===== src/rtl/ram_bist_ctrl.sv =====
// Built-in self-test initiator for a single-port RAM with registered read data.
// One start pulse runs clear, write/read-back per word, then a pipelined full-sweep verify.
module ram_bist_ctrl #(
    parameter int ADDR_WIDTH = 4,
    parameter int DATA_WIDTH = 8,
    parameter int ERR_WIDTH  = 8
) (
    input  logic                  clk,
    input  logic                  rst_n,
    input  logic                  start,
    output logic                  busy,
    output logic                  done,
    output logic                  pass,
    output logic [ERR_WIDTH-1:0]  err_count,
    output logic [ADDR_WIDTH-1:0] fail_addr,
    output logic                  ram_we,
    output logic [ADDR_WIDTH-1:0] ram_addr,
    output logic [DATA_WIDTH-1:0] ram_din,
    input  logic [DATA_WIDTH-1:0] ram_dout
);

    typedef enum logic [2:0] {
        IDLE,
        CLEAR,
        WRITE,
        READ,
        CHECK,
        VERIFY,
        DRAIN,
        DONE
    } state_t;

    localparam logic [ADDR_WIDTH-1:0] LAST = '1;

    state_t                  state, state_nxt;
    logic [ADDR_WIDTH-1:0]   index, index_nxt;
    logic [ERR_WIDTH-1:0]    err_nxt;
    logic [ADDR_WIDTH-1:0]   fail_nxt;
    logic                    pass_nxt;
    logic                    busy_nxt, done_nxt, we_nxt;
    logic [ADDR_WIDTH-1:0]   addr_nxt;
    logic [DATA_WIDTH-1:0]   din_nxt;
    logic                    cmp_en;
    logic [ADDR_WIDTH-1:0]   cmp_addr;

    function automatic logic [DATA_WIDTH-1:0] pattern(input logic [ADDR_WIDTH-1:0] i);
        logic [DATA_WIDTH-1:0] p;
        p = DATA_WIDTH'(i);
        return p + p + p + DATA_WIDTH'(5);
    endfunction

    always_comb begin
        state_nxt = state;
        index_nxt = index;
        err_nxt   = err_count;
        fail_nxt  = fail_addr;
        pass_nxt  = pass;
        cmp_en    = 1'b0;
        cmp_addr  = index;

        case (state)
            IDLE: begin
                if (start) begin
                    state_nxt = CLEAR;
                    index_nxt = '0;
                    err_nxt   = '0;
                    fail_nxt  = '0;
                    pass_nxt  = 1'b0;
                end
            end
            CLEAR: begin
                index_nxt = index + 1'b1;
                if (index == LAST) begin
                    state_nxt = WRITE;
                    index_nxt = '0;
                end
            end
            WRITE: state_nxt = READ;
            READ:  state_nxt = CHECK;
            CHECK: begin
                cmp_en    = 1'b1;
                state_nxt = WRITE;
                index_nxt = index + 1'b1;
                if (index == LAST) begin
                    state_nxt = VERIFY;
                    index_nxt = '0;
                end
            end
            VERIFY: begin
                // Read data lags the issued address by one cycle; the first issue has nothing to compare.
                cmp_en    = (index != '0);
                cmp_addr  = index - 1'b1;
                index_nxt = index + 1'b1;
                if (index == LAST) begin
                    state_nxt = DRAIN;
                    index_nxt = index;
                end
            end
            DRAIN: begin
                cmp_en    = 1'b1;
                state_nxt = DONE;
            end
            DONE:    state_nxt = IDLE;
            default: state_nxt = IDLE;
        endcase

        if (cmp_en && (ram_dout != pattern(cmp_addr))) begin
            if (err_count != '1) begin
                err_nxt = err_count + 1'b1;
            end
            if (err_count == '0) begin
                fail_nxt = cmp_addr;
            end
        end

        if (state_nxt == DONE) begin
            pass_nxt = (err_nxt == '0);
        end
    end

    // Port outputs are registered, so they are decoded from the state being entered.
    always_comb begin
        busy_nxt = (state_nxt != IDLE);
        done_nxt = (state_nxt == DONE);
        we_nxt   = 1'b0;
        addr_nxt = ram_addr;
        din_nxt  = '0;
        case (state_nxt)
            CLEAR: begin
                we_nxt   = 1'b1;
                addr_nxt = index_nxt;
            end
            WRITE: begin
                we_nxt   = 1'b1;
                addr_nxt = index_nxt;
                din_nxt  = pattern(index_nxt);
            end
            READ, CHECK, VERIFY: addr_nxt = index_nxt;
            default: ;
        endcase
    end

    always_ff @(posedge clk) begin
        if (!rst_n) begin
            state     <= IDLE;
            index     <= '0;
            busy      <= 1'b0;
            done      <= 1'b0;
            pass      <= 1'b0;
            err_count <= '0;
            fail_addr <= '0;
            ram_we    <= 1'b0;
            ram_addr  <= '0;
            ram_din   <= '0;
        end else begin
            state     <= state_nxt;
            index     <= index_nxt;
            busy      <= busy_nxt;
            done      <= done_nxt;
            pass      <= pass_nxt;
            err_count <= err_nxt;
            fail_addr <= fail_nxt;
            ram_we    <= we_nxt;
            ram_addr  <= addr_nxt;
            ram_din   <= din_nxt;
        end
    end

endmodule


===== config.mk =====
export PLATFORM = sky130hd
export DESIGN_NAME = ram_bist_ctrl
export DESIGN_NICKNAME = d
export VERILOG_FILES = /design/src/rtl/ram_bist_ctrl.sv
export SDC_FILE = /design/constraint.sdc
export NUM_CORES = 1
export LEC_CHECK = 0
export ABC_AREA = 1
export BUFFER_PORTS_ARGS = -buffer_cell sky130_fd_sc_hd__buf_2
export CAP_MARGIN = 40
export CORE_ASPECT_RATIO = 1.75
export CORE_UTILIZATION = 45
export DETAILED_ROUTE_END_ITERATION = 12
export PLACE_DENSITY = 0.73
export SYNTH_ARGS = -nofsm -noshare
export SYNTH_HDL_FRONTEND = slang
export SYNTH_SLANG_ARGS = --single-unit

===== constraint.sdc =====
create_clock -name clk -period 4.5 [get_ports clk]
set_clock_uncertainty 0.15 [all_clocks]
set_input_delay 0.9 -clock clk [delete_from_list [all_inputs] [get_ports clk]]
set_output_delay 0.9 -clock clk [all_outputs]
set_load 0.05 [all_outputs]

==> run summary <==
Status: finished, final reports clean
Main combinational cell family by area after synthesis: simple AND/OR/NAND/NOR gates
Final #Nets: 419
CP Launch Type: flop
Commonest non-fill, non-tap cell in the layout: nand2_1
Post-synth top area share: 0.282
Share of cells above drive strength 1: 0.169
Worst slack on hold paths: 311 ps
Maximum clock rate: 0.269 GHz
Dominant cells by area after synthesis: dfxtp_1 28%, nand2_1 12%, inv_1 9.9%, ha_1 9.1%, nand3_1 6.4%
Max-cap check violation count: 0
Post-route cell area: 0.00267 mm^2
Overall track demand over capacity in global routing: 0.212
R2R cell count: 22
Compound-Gate Fraction of Synth Area: 0.129
PostCTS Resize Cnt: 0
Syn. warnings: 0
Setup_tns: 0 ps
Avg Synthesized Cell Area: 6.67 um^2
CP arrival: 3740 ps
DRT iter0 DRCs: 82
Htree depth: 2
Ant diodes: 0
Die area: 0.00551 mm^2
Post-Synth Simple-Gate Area: 0.332
Die width: 56.5 um
Starting Density: 0.471
Number of synthesized register bits: 33
CORE AREA: 0.00498 mm^2
Routed WL: 5480 um
Final Hold Vio Count: 0
Sequential fraction of the synthesis area: 0.282
R2r setup slk: 790 ps
Critical path origin: index[0]$_SDFF_PN0_
Post-synth top area cell: dfxtp_1
Deepest clock path buffer count: 2
Pre-antenna DRT Iters: 5
Post CTS Setup Buffer Count: 0
TritonCTS Sinks: 33
Data required, critical path: 4520 ps
Tcrit/Tclk final: 0.825
Pins over their slew limit: 0
Final ANT Viol Nets: 0
CTS clk-pin slew, worst paths: 70 ps
Leakage power: 1.42 nW
TritonCTS clock tree: built
Area Overhead vs Synth: 13.9%
Final worst path period need: 3710 ps
First-pass GRT wire length: 9130 um
Number of global-route vias before repair: 2231
R2R Path Start: index[0]$_SDFF_PN0_
Final Total Pwr: 0.000838 W
Synthesized instance count: 351
Mapped cell area: 0.00234 mm^2
Pwr per Cell Area: 314 mW/mm^2
DRC Markers: 0
Setup Slack @ Placement: 793 ps
Synth Area in XOR/XNOR: 0.0224
Worst Setup EP: pass$_SDFFE_PN0P_
DP HPWL: 4420 um
Synth unique cells: 34
Setup violators final: 0
Die Height: 97.4 um
Worst slew pin tran: 584 ps
Io pins: 39
Grt ovf: 0
PortBufs: 36
Placement Cell Area: 0.00255 mm^2
FF-to-FF End: pass$_SDFFE_PN0P_
Worst setup EP type: flop
Slew Limit Headroom: 0.607
Most frequent cells in the layout: 73 x nand2_1, 62 x inv_1, 36 x nor2_1, 36 x buf_2, 33 x dfxtp_1
Hold/Removal Path Class: flop to flop
Final estimated routing congestion in global placement: 0.876
Cts bufs inserted: 5
Clock Latency Late Sink: 290 ps
Max FO, Critical Path: 8
Unrepaired setup endpoints after global routing: false
CTS Hold Bufs: 0
Vias: 2280
Final worst slack: 787 ps
DR WL/cell: 12.3 um
Vias per cell: 5.14
Mux cell area share after synthesis: 0
Initial antenna violation count: 0
Setup CP Type: flop to flop
Adder-cell share of the synthesized area: 0.108
Core Rows: 34
Maximum resistive drop on vdd: 0.263 mV
Largest net degree at the start of global routing: 19
Root Driver: clkbuf_8
==> final cells by class <==
cell class,count,area [um^2]
Clock buffer,6,82.6
Sequential cell,33,661
Multi-Input combinational cell,247,1390
Inverter,66,248
Timing Repair Buffer,36,180
Clock inverter,2,37.5
Tap cell,54,67.6
Fill cell,507,2310
==> per-stage QoR <==
stage,std cells,utilization
after CTS,444,0.536
after detailed placement,436,0.512
final,444,0.536
after global placement,436,0.512
after floorplan,352,-
after global routing,444,0.536
==> synth_stat cells <==
master	number
o21bai_2	1
a31oi_4	1
nand3_1	30
dfxtp_1	33
nand3b_1	1
clkinv_1	2
nand3_2	2
buf_6	2
inv_2	2
ha_1	17
clkbuf_1	1
buf_4	2
fa_1	2
o21ai_0	21
nor2_4	1
nor2_1	36
nor3_1	3
nand3_4	3
xor2_1	4
o31ai_1	1
o21ai_2	1
nand2_4	1
nor2_2	3
nand2_2	7
nand2_1	73
clkbuf_2	1
nor4_1	2
xnor2_1	2
inv_1	62
o211ai_1	1
o21ai_1	2
a21oi_1	26
nand4_1	4
conb_1	1
==> per-layer routing <==
metal  global-route usage  part of all wire  up-vias
li1                     -                 -     1179
met1                0.178              0.36     1020
met2                0.426              0.57       64
met3               0.0426             0.037       17
met4                0.124             0.037        0
met5                    0                 0        -
==> registers in the layout, summed over array words and instances, names as in the netlist <==
signal / count
ram_addr: 4
err_count: 8
busy: 1
fail_addr: 4
ram_we: 1
index: 4
ram_din: 6
state: 3
done: 1
pass: 1
==> worst max-delay path, stage by stage, from the launching register on <==
cell and delay, ps:
dfxtp_1 440, inv_1 130, ha_1 320, o21ai_0 290
inv_1 110, ha_1 290, inv_1 60, fa_1 550
inv_1 40, nand2_1 60, nand2_1 50, nor2_1 80
nand2_1 50, nor2_1 90, nand3_1 90, o21bai_2 300
nand2_1 130, nand2_1 80, nor2_1 40, nand2_1 60
nor2_1 40, nor2_1 70, nor2_1 40
==> power breakdown <==
group | internal (W) | leakage (nW) | switching (W)
registers | 0.000311 | 0.268 | 0.0000135
logic | 0.0000597 | 1.09 | 0.000163
clock network | 0.000180 | 0.0574 | 0.000112
total | 0.000550 | 1.42 | 0.000288
==> cells by family (layout without fill, tap and decap cells) <==
kind of cell,count (synthesis),in the layout
adders and majority gates,19,19
and+or+nand+nor,166,166
buffers and inverters,72,110
DFF,33,33
xor gates and xnor gates,6,6
other,1,2
AOI/OAI and AO/OA,54,54
==> how the worst min path moves through the flow <==
stage,start,end,cells after the start
after global placement,fail_addr[3]$_SDFF_PN0_,fail_addr[3]$_SDFF_PN0_,2
after global routing,fail_addr[0]$_SDFF_PN0_,fail_addr[0]$_SDFF_PN0_,2
final,fail_addr[3]$_SDFF_PN0_,fail_addr[3]$_SDFF_PN0_,2
after CTS,fail_addr[3]$_SDFF_PN0_,fail_addr[3]$_SDFF_PN0_,2
after detailed placement,fail_addr[3]$_SDFF_PN0_,fail_addr[3]$_SDFF_PN0_,2
after floorplan,state[0]$_SDFF_PN0_,done$_SDFF_PN0_,2
Power figures use the tool's default switching activity.
